`src/rtl/led_pwm_fader.sv`:
```
// ----------------------------------------------------------------------------
// led_pwm_fader
//   PWM output stage for a 3-LED rotating pattern. It takes the active-low
//   pattern from the upstream counter and drives each LED with a PWM duty.
//   When a channel's on/off state changes, its duty ramps by one LSB per step
//   tick from its current value toward the new level. A rotation therefore
//   becomes a crossfade instead of a hard step.
//
// Ports
//   sys_clk     in   1         system clock, rising edge
//   sys_rst     in   1         synchronous active-high reset
//   enable      in   1         1 = run; 0 = LEDs dark, duties and step timer cleared
//   brightness  in   PWM_BITS  duty applied to a channel that is on
//   led_in      in   3         pattern from upstream, active-low (0 = on)
//   led_out     out  3         PWM LED drive, active-low (0 = lit)
//   busy        out  1         high while any channel is still ramping
// ----------------------------------------------------------------------------
module led_pwm_fader #(
    parameter int PWM_BITS    = 8,
    parameter int STEP_CYCLES = 24000
) (
    input  logic                sys_clk,
    input  logic                sys_rst,
    input  logic                enable,
    input  logic [PWM_BITS-1:0] brightness,
    input  logic [2:0]          led_in,
    output logic [2:0]          led_out,
    output logic                busy
);

    localparam int STEP_W = (STEP_CYCLES > 1) ? $clog2(STEP_CYCLES) : 1;
    localparam logic [STEP_W-1:0] STEP_LAST = STEP_W'(STEP_CYCLES - 1);

    typedef enum logic {
        IDLE = 1'b0,
        FADE = 1'b1
    } state_t;

    state_t              state;
    state_t              state_next;
    logic [2:0]          led_q;
    logic [PWM_BITS-1:0] pwm_cnt;
    logic [STEP_W-1:0]   step_cnt;
    logic                step_tick;
    logic [PWM_BITS-1:0] duty      [3];
    logic [PWM_BITS-1:0] target    [3];
    logic [PWM_BITS-1:0] duty_step [3];
    logic [2:0]          lit;
    logic                settled;

    assign step_tick = (step_cnt == STEP_LAST);
    assign busy      = (state == FADE);

    // Per-channel target, the candidate next duty for a step tick, and the
    // raw PWM compare. Each channel moves only one LSB per tick, so it can
    // never pass its target and never wraps.
    always_comb begin
        // NOTE: every signal assigned in always_comb gets a default first, so
        // no path leaves it unassigned and no latch is inferred.
        settled = 1'b1;
        lit     = 3'b000;
        for (int i = 0; i < 3; i++) begin
            target[i]    = led_q[i] ? '0 : brightness;
            duty_step[i] = duty[i];
            if (duty[i] < target[i]) begin
                duty_step[i] = duty[i] + PWM_BITS'(1);
            end else if (duty[i] > target[i]) begin
                duty_step[i] = duty[i] - PWM_BITS'(1);
            end
            if (duty[i] != target[i]) begin
                settled = 1'b0;
            end
            lit[i] = (pwm_cnt < duty[i]);
        end
    end

    // Next-state logic. The state register only follows it while enabled.
    always_comb begin
        state_next = state;
        case (state)
            IDLE:    if (!settled) state_next = FADE;
            FADE:    if (settled)  state_next = IDLE;
            default: state_next = IDLE;
        endcase
    end

    // NOTE: sequential state uses non-blocking assignments, so every register
    // samples the values from before the edge regardless of statement order.
    always_ff @(posedge sys_clk) begin
        if (sys_rst) begin
            led_q    <= 3'b111;
            pwm_cnt  <= '0;
            step_cnt <= '0;
            led_out  <= 3'b111;
            state    <= IDLE;
            // NOTE: duty is a three-entry register file, not a RAM, so it is
            // cleared here like any other register.
            for (int i = 0; i < 3; i++) begin
                duty[i] <= '0;
            end
        end else begin
            led_q   <= led_in;
            // The PWM counter keeps running while disabled; only the fade
            // machinery is held in its cleared state.
            pwm_cnt <= pwm_cnt + PWM_BITS'(1);
            if (!enable) begin
                led_out  <= 3'b111;
                step_cnt <= '0;
                state    <= IDLE;
                for (int i = 0; i < 3; i++) begin
                    duty[i] <= '0;
                end
            end else begin
                step_cnt <= step_tick ? '0 : step_cnt + STEP_W'(1);
                led_out  <= ~lit;
                state    <= state_next;
                if (step_tick) begin
                    for (int i = 0; i < 3; i++) begin
                        duty[i] <= duty_step[i];
                    end
                end
            end
        end
    end

endmodule

```
`config.mk`:
```
export PLATFORM = sky130hd
export DESIGN_NAME = led_pwm_fader
export DESIGN_NICKNAME = d
export VERILOG_FILES = /design/src/rtl/led_pwm_fader.sv
export SDC_FILE = /design/constraint.sdc
export NUM_CORES = 1
export LEC_CHECK = 0
export CAP_MARGIN = 30
export CORE_ASPECT_RATIO = 1.1
export CORE_MARGIN = 2
export CORE_UTILIZATION = 50
export CTS_BUF_LIST = sky130_fd_sc_hd__clkbuf_2 sky130_fd_sc_hd__clkbuf_4 sky130_fd_sc_hd__clkbuf_8
export CTS_CLUSTER_SIZE = 28
export DETAILED_ROUTE_END_ITERATION = 10
export PLACE_DENSITY = 0.72
export SYNTH_ARGS = -nofsm -noshare
export SYNTH_HDL_FRONTEND = slang
export SYNTH_SLANG_ARGS = --single-unit
```
`constraint.sdc`:
```
create_clock -name sys_clk -period 6.6 [get_ports sys_clk]
set_input_delay 1.98 -clock sys_clk [delete_from_list [all_inputs] [get_ports sys_clk]]
set_output_delay 1.98 -clock sys_clk [all_outputs]
set_load 0.03 [all_outputs]
```
### After elaboration in Yosys (flattened, before gate mapping)

Memory sizes are Yosys's and may differ from the RTL's.
Index checks and enable logic that the tools add are counted.

| word-level totals | value |
|---|---|
| bits in registers | 30 |
| bits in latches | 0 |
| memory bits (writable) | 24 |
| memory bits (read-only) | 0 |
| bits of input ports | 14 |
| memories | 1 |

Memories:

| name | depth | width | read ports | clocked after memory_dff | write ports | line | source |
|---|---|---|---|---|---|---|---|
| duty | 3 | 8 | 3 | 0 | 3 | 45 | `logic [PWM_BITS-1:0] duty [3];` |

| cells by class | value |
|---|---|
| $add $sub $neg | 8 |
| multipliers | 0 |
| divide/modulo/power cells | 0 |
| order comparisons | 9 |
| equal/unequal tests | 4 |
| shift-type cells | 0 |
| multiplexer cells | 28 |
| bitwise gates (word level) | 8 |
| reductions and logical operators | 2 |

Operator list:

| cell | number |
|---|---|
| $mux W8 | 15 |
| $lt A8 B8 Y1 | 6 |
| $add A8 B1 Y8 const B | 4 |
| $gt A8 B8 Y1 | 3 |
| $ne A8 B8 Y1 | 3 |
| $sub A8 B1 Y8 const B | 3 |
| $add A15 B1 Y15 const B | 1 |
| $eq A15 B15 Y1 const B | 1 |
| $mux W1 | 13 |
| $or A1 B1 Y1 | 6 |
| $not A3 Y3 | 1 |
| $reduce_or A3 Y1 | 1 |
| $reduce_or A2 Y1 | 1 |
| $not A1 Y1 | 1 |

### Longest topological paths before layout

| depth | value |
|---|---|
| depth after elaboration | 6 |
| gate-level depth with buffers | 13 |
| gate-level depth less buffers | 13 |

### Worst setup path before layout

OpenSTA, ideal clock, no wires.

| path | value |
|---|---|
| path type | input-to-reg |
| start point | in brightness[0] |
| end point | mem duty[2][7], in the netlist duty[0][23] (data pin) |
| setup time | 254 ps |
| data arrival time | 4115 ps |
| slack | 2230 ps |
| cell stages on the path | 12 |
| cell sequence | nor2b_1 -> ha_1 -> nand2b_1 -> a21oi_1 -> nor2_1 -> o21bai_1 -> ha_1 -> a21oi_1 -> o211ai_1 -> a311oi_1 -> xnor2_1 -> nor2_1 |

RTL lines:

| element | line | source |
|---|---|---|
| start: declaration | 25 | `input logic [PWM_BITS-1:0] brightness,` |
| end: declaration | 45 |  |

==> results.json <==
{
  "number_of_buffers_inserted_by_post_cts_setup_repair": 0,
  "irDropWorstVdd_mv": 0.0931,
  "clock_tree.buffer_depth": 2,
  "wire_length_of_the_first_global_routing_pass_um": 13800,
  "iteration_0_drc_markers": 121,
  "drcViolationCount": 0,
  "numCtsBuffers": 5,
  "drive_gt1_frac": 0.0463,
  "synth_seq_cells": 54,
  "postRouteAntennaNets": 0,
  "antenna_cells_inserted": 0,
  "synth_enable_flop_cells": 24,
  "ctsResizeCount": 0,
  "hold_violations": 0,
  "hold_depth": 1,
  "netSwitchingPower_mw": 0.273,
  "area_growth_pct": 9.59,
  "synth-seq-area-share": 0.333,
  "syn_nets": 513,
  "syn_area_per_cell_um2": 9.21,
  "fp.dieArea_mm2": 0.00866,
  "total_leakage_power_nw": 1.84,
  "detail_route.first_pass.iterations": 4,
  "slew_violations": 0,
  "timing.hold.worst.class": "reg2reg",
  "clkSlewWorstSetupHoldPaths_ps": 110,
  "via_count": 3071,
  "multiInputGateArea_mm2": 0.00250,
  "postLayoutCoreUtil": 0.559,
  "netSwitchingFraction": 0.333,
  "globalRouteOverflowTotal": 0,
  "cap_violations": 0,
  "synthArstFlopShare": 0,
  "crit_required_ps": 6680,
  "number_of_nets_at_the_end_of_the_flow": 535,
  "report.final.setup_viol": 0,
  "fmaxAchievable_mhz": 204,
  "design.core.area_mm2": 0.00778,
  "numPlacedInstances": 552,
  "worstReg2RegStart": "led_q[2]$_SDFF_PP1_",
  "layout.area.seq_mm2": 0.00132,
  "final.setup_skew_ps": 10.2,
  "antenna_found_initial": 0,
  "intPower_mw": 0.547,
  "cts_tree": "yes",
  "grt_use_met3": 0.0340,
  "yosysWarnings": 0,
  "fp-row-count": 34,
  "ios": 18,
  "worstMarginPinSlew_ps": 941,
  "tritoncts_num_sinks": 54,
  "floorplan.die.height_um": 97.4,
  "power_per_cell_area_mw_per_mm2": 189,
  "r2r_setup_slack_ps": 3390,
  "floorplan.initialDensity": 0.510,
  "synth.cell_area_mm2": 0.00397,
  "kind_of_critical_path": "in2reg",
  "unrepaired_setup_endpoints_after_global_routing": "no",
  "aggregate_negative_setup_slack_ps": 0,
  "critical_path_arrival_ps": 4990,
  "post_cts_hold_buffer_count": 0,
  "final.min_clock_period_ps": 4910,
  "fin_crit_sh": 0.743,
  "finalInstanceArea_mm2": 0.00435,
  "combinationalPowerShare": 0.283,
  "top_usage_layer": "met2",
  "fillers": 721,
  "groute.layer.met2.usage": 0.327,
  "first_global_vias": 2872,
  "grt_usage": 0.204,
  "worstHoldStart": "step_cnt[0]$_SDFF_PP0_",
  "r2r_cells": 12,
  "fin_ws_ps": 1690,
  "dp_slack_ps": 1390,
  "synthDistinctLibCells": 38,
  "insertion_delay_ps": 330,
  "io_buffers": 17,
  "hold-path-endpoint": "step_cnt[0]$_SDFF_PP0_",
  "grt_start_max_net_pins": 22,
  "rr_endpoint": "duty[0][23]$_SDFFCE_PN0P_",
  "viasPerCell": 5.46,
  "status": "finished, final reports clean",
  "route.final.wire_length_um": 8550,
  "detailed_place.area_mm2": 0.00424,
  "final.hold.worst_slack_ps": 478,
  "clkPwrFrac": 0.256,
  "gr-usage-met1": 0.282,
  "synth-main-ff-cell": "sky130_fd_sc_hd__dfxtp_1",
  "timing.slew.headroom": 0.370,
  "syn_inst": 431,
  "total_power_mw": 0.820,
  "cts-root-buf": "sky130_fd_sc_hd__clkbuf_8",
  "final-instance-count-excl-fill": 562,
  "htree_num_levels": 2,
  "timing.critical_path.fanout_max": 8,
  "place_hpwl_um": 6470,
  "finalWeightedCongestion": 0.897,
  "seq_power_share": 0.461,
  "worst_setup_path_end_kind": "flop",
  "critical_path.startpoint_type": "primary input",
  "fp.dieW_um": 88.9,
  "detail_route.wl_per_cell_um": 15.2
}
==> layout by cell type, fill, tap and decap left out, types with 3 or more instances in the layout <==
cell type,synthesis,layout
sky130_fd_sc_hd__or2_2,3,3
sky130_fd_sc_hd__o21bai_1,3,3
sky130_fd_sc_hd__a31o_2,3,3
sky130_fd_sc_hd__o21ai_0,12,12
sky130_fd_sc_hd__nor2b_1,8,8
sky130_fd_sc_hd__a311oi_1,3,3
sky130_fd_sc_hd__xnor2_1,20,20
sky130_fd_sc_hd__xor2_1,17,17
sky130_fd_sc_hd__clkbuf_8,0,5
sky130_fd_sc_hd__or4_1,3,3
sky130_fd_sc_hd__dfxtp_1,30,30
sky130_fd_sc_hd__nand3_1,17,17
sky130_fd_sc_hd__nand2_1,24,24
sky130_fd_sc_hd__and3_1,8,8
sky130_fd_sc_hd__fa_1,3,3
sky130_fd_sc_hd__nand2b_1,28,28
sky130_fd_sc_hd__o21ai_1,3,3
sky130_fd_sc_hd__ha_1,65,65
sky130_fd_sc_hd__nor2_1,58,58
sky130_fd_sc_hd__a211o_1,3,3
sky130_fd_sc_hd__a21o_1,8,8
sky130_fd_sc_hd__edfxtp_1,24,24
sky130_fd_sc_hd__o211ai_1,5,5
sky130_fd_sc_hd__clkdlybuf4s50_1,0,17
sky130_fd_sc_hd__a21oi_1,24,24
sky130_fd_sc_hd__inv_1,28,28
sky130_fd_sc_hd__nand4_1,11,11
sky130_fd_sc_hd__a31oi_1,4,4
==> power groups by stage <==
stage	registers [mW]	clock network, mW	logic, mW
floorplan	0.382	0	0.176
global route	0.380	0.224	0.262
detailed placement	0.385	0	0.227
CTS	0.378	0.213	0.230
global placement	0.385	0	0.220
finish	0.378	0.210	0.232
==> cell usage after synthesis (2+ instances only) <==
library cell	number	area, um2
sky130_fd_sc_hd__o21bai_1	3	22.5
sky130_fd_sc_hd__nand4_1	11	68.8
sky130_fd_sc_hd__dfxtp_1	30	601
sky130_fd_sc_hd__nand2b_1	28	175
sky130_fd_sc_hd__and2_1	2	12.5
sky130_fd_sc_hd__a21oi_1	24	120
sky130_fd_sc_hd__ha_1	65	813
sky130_fd_sc_hd__nor2_1	58	218
sky130_fd_sc_hd__edfxtp_1	24	721
sky130_fd_sc_hd__a211o_1	3	26.3
sky130_fd_sc_hd__or2_2	3	18.8
sky130_fd_sc_hd__a311oi_1	3	26.3
sky130_fd_sc_hd__xnor2_1	20	175
sky130_fd_sc_hd__nor2b_1	8	50.1
sky130_fd_sc_hd__fa_1	3	60.1
sky130_fd_sc_hd__a31oi_1	4	25.0
sky130_fd_sc_hd__xor2_1	17	149
sky130_fd_sc_hd__and3_1	8	50.1
sky130_fd_sc_hd__nand2_1	24	90.1
sky130_fd_sc_hd__nand3_1	17	85.1
sky130_fd_sc_hd__o21ai_1	3	15.0
sky130_fd_sc_hd__o21a_1	2	15.0
sky130_fd_sc_hd__a31o_2	3	26.3
sky130_fd_sc_hd__buf_6	3	33.8
sky130_fd_sc_hd__inv_1	28	105
sky130_fd_sc_hd__o21ai_0	12	60.1
sky130_fd_sc_hd__a21o_1	8	60.1
sky130_fd_sc_hd__o211ai_1	5	37.5
sky130_fd_sc_hd__or4_1	3	22.5
==> cell families (layout without fill, tap and decap cells) <==
| family | Yosys count | count (layout) | synth area share |
|---|---|---|---|
| buf+inv | 32 | 55 | 0.0359 |
| flops | 54 | 54 | 0.333 |
| fa+ha+maj | 68 | 68 | 0.220 |
| simple gates | 169 | 169 | 0.218 |
| xor+xnor | 37 | 37 | 0.0817 |
| compound gates | 71 | 71 | 0.112 |
==> per-layer routing <==
layer / wire length, um / share of wire
met1: 4020 / 0.47
met2: 4090 / 0.48
met3: 306 / 0.036
met4: 133 / 0.016
met5: 0 / 0
==> area by class of cell <==
cell class | count | share of cell area
sequential | 54 | 0.304
inverter | 28 | 0.0242
tap | 108 | 0.0311
multi-input combinational | 345 | 0.576
clock inverter | 3 | 0.00662
timing repair buffer | 19 | 0.0426
clock buffer | 5 | 0.0158
==> state kept, by name (all words and copies together) (netlist names) <==
name and cells:
busy 1, duty 24, led_out 3, led_q 3
pwm_cnt 8, step_cnt 15
==> critical path, stage by stage <==
cell and delay [ps]:
sky130_fd_sc_hd__clkdlybuf4s50_1 520, sky130_fd_sc_hd__nand2b_1 80, sky130_fd_sc_hd__ha_1 290, sky130_fd_sc_hd__o21ai_0 70, sky130_fd_sc_hd__a21oi_1 200, sky130_fd_sc_hd__nor2_1 70
sky130_fd_sc_hd__o21bai_1 540, sky130_fd_sc_hd__ha_1 360, sky130_fd_sc_hd__a21oi_1 180, sky130_fd_sc_hd__o211ai_1 150, sky130_fd_sc_hd__a311oi_1 340, sky130_fd_sc_hd__xnor2_1 160
sky130_fd_sc_hd__nor2_1 50
==> worst max-delay path by stage <==
| stage | startpoint | end | slack [ps] |
|---|---|---|---|
| floorplan | brightness[0] | duty[0][23]$_SDFFCE_PN0P_ | 2230 |
| detailed placement | brightness[1] | duty[0][23]$_SDFFCE_PN0P_ | 1390 |
| global route | brightness[1] | duty[0][23]$_SDFFCE_PN0P_ | 1490 |
| global placement | brightness[3] | duty[0][23]$_SDFFCE_PN0P_ | 1460 |
| finish | brightness[3] | duty[0][23]$_SDFFCE_PN0P_ | 1690 |
| CTS | brightness[3] | duty[0][23]$_SDFFCE_PN0P_ | 1720 |
No activity file was read; power rests on OpenSTA's default activity.
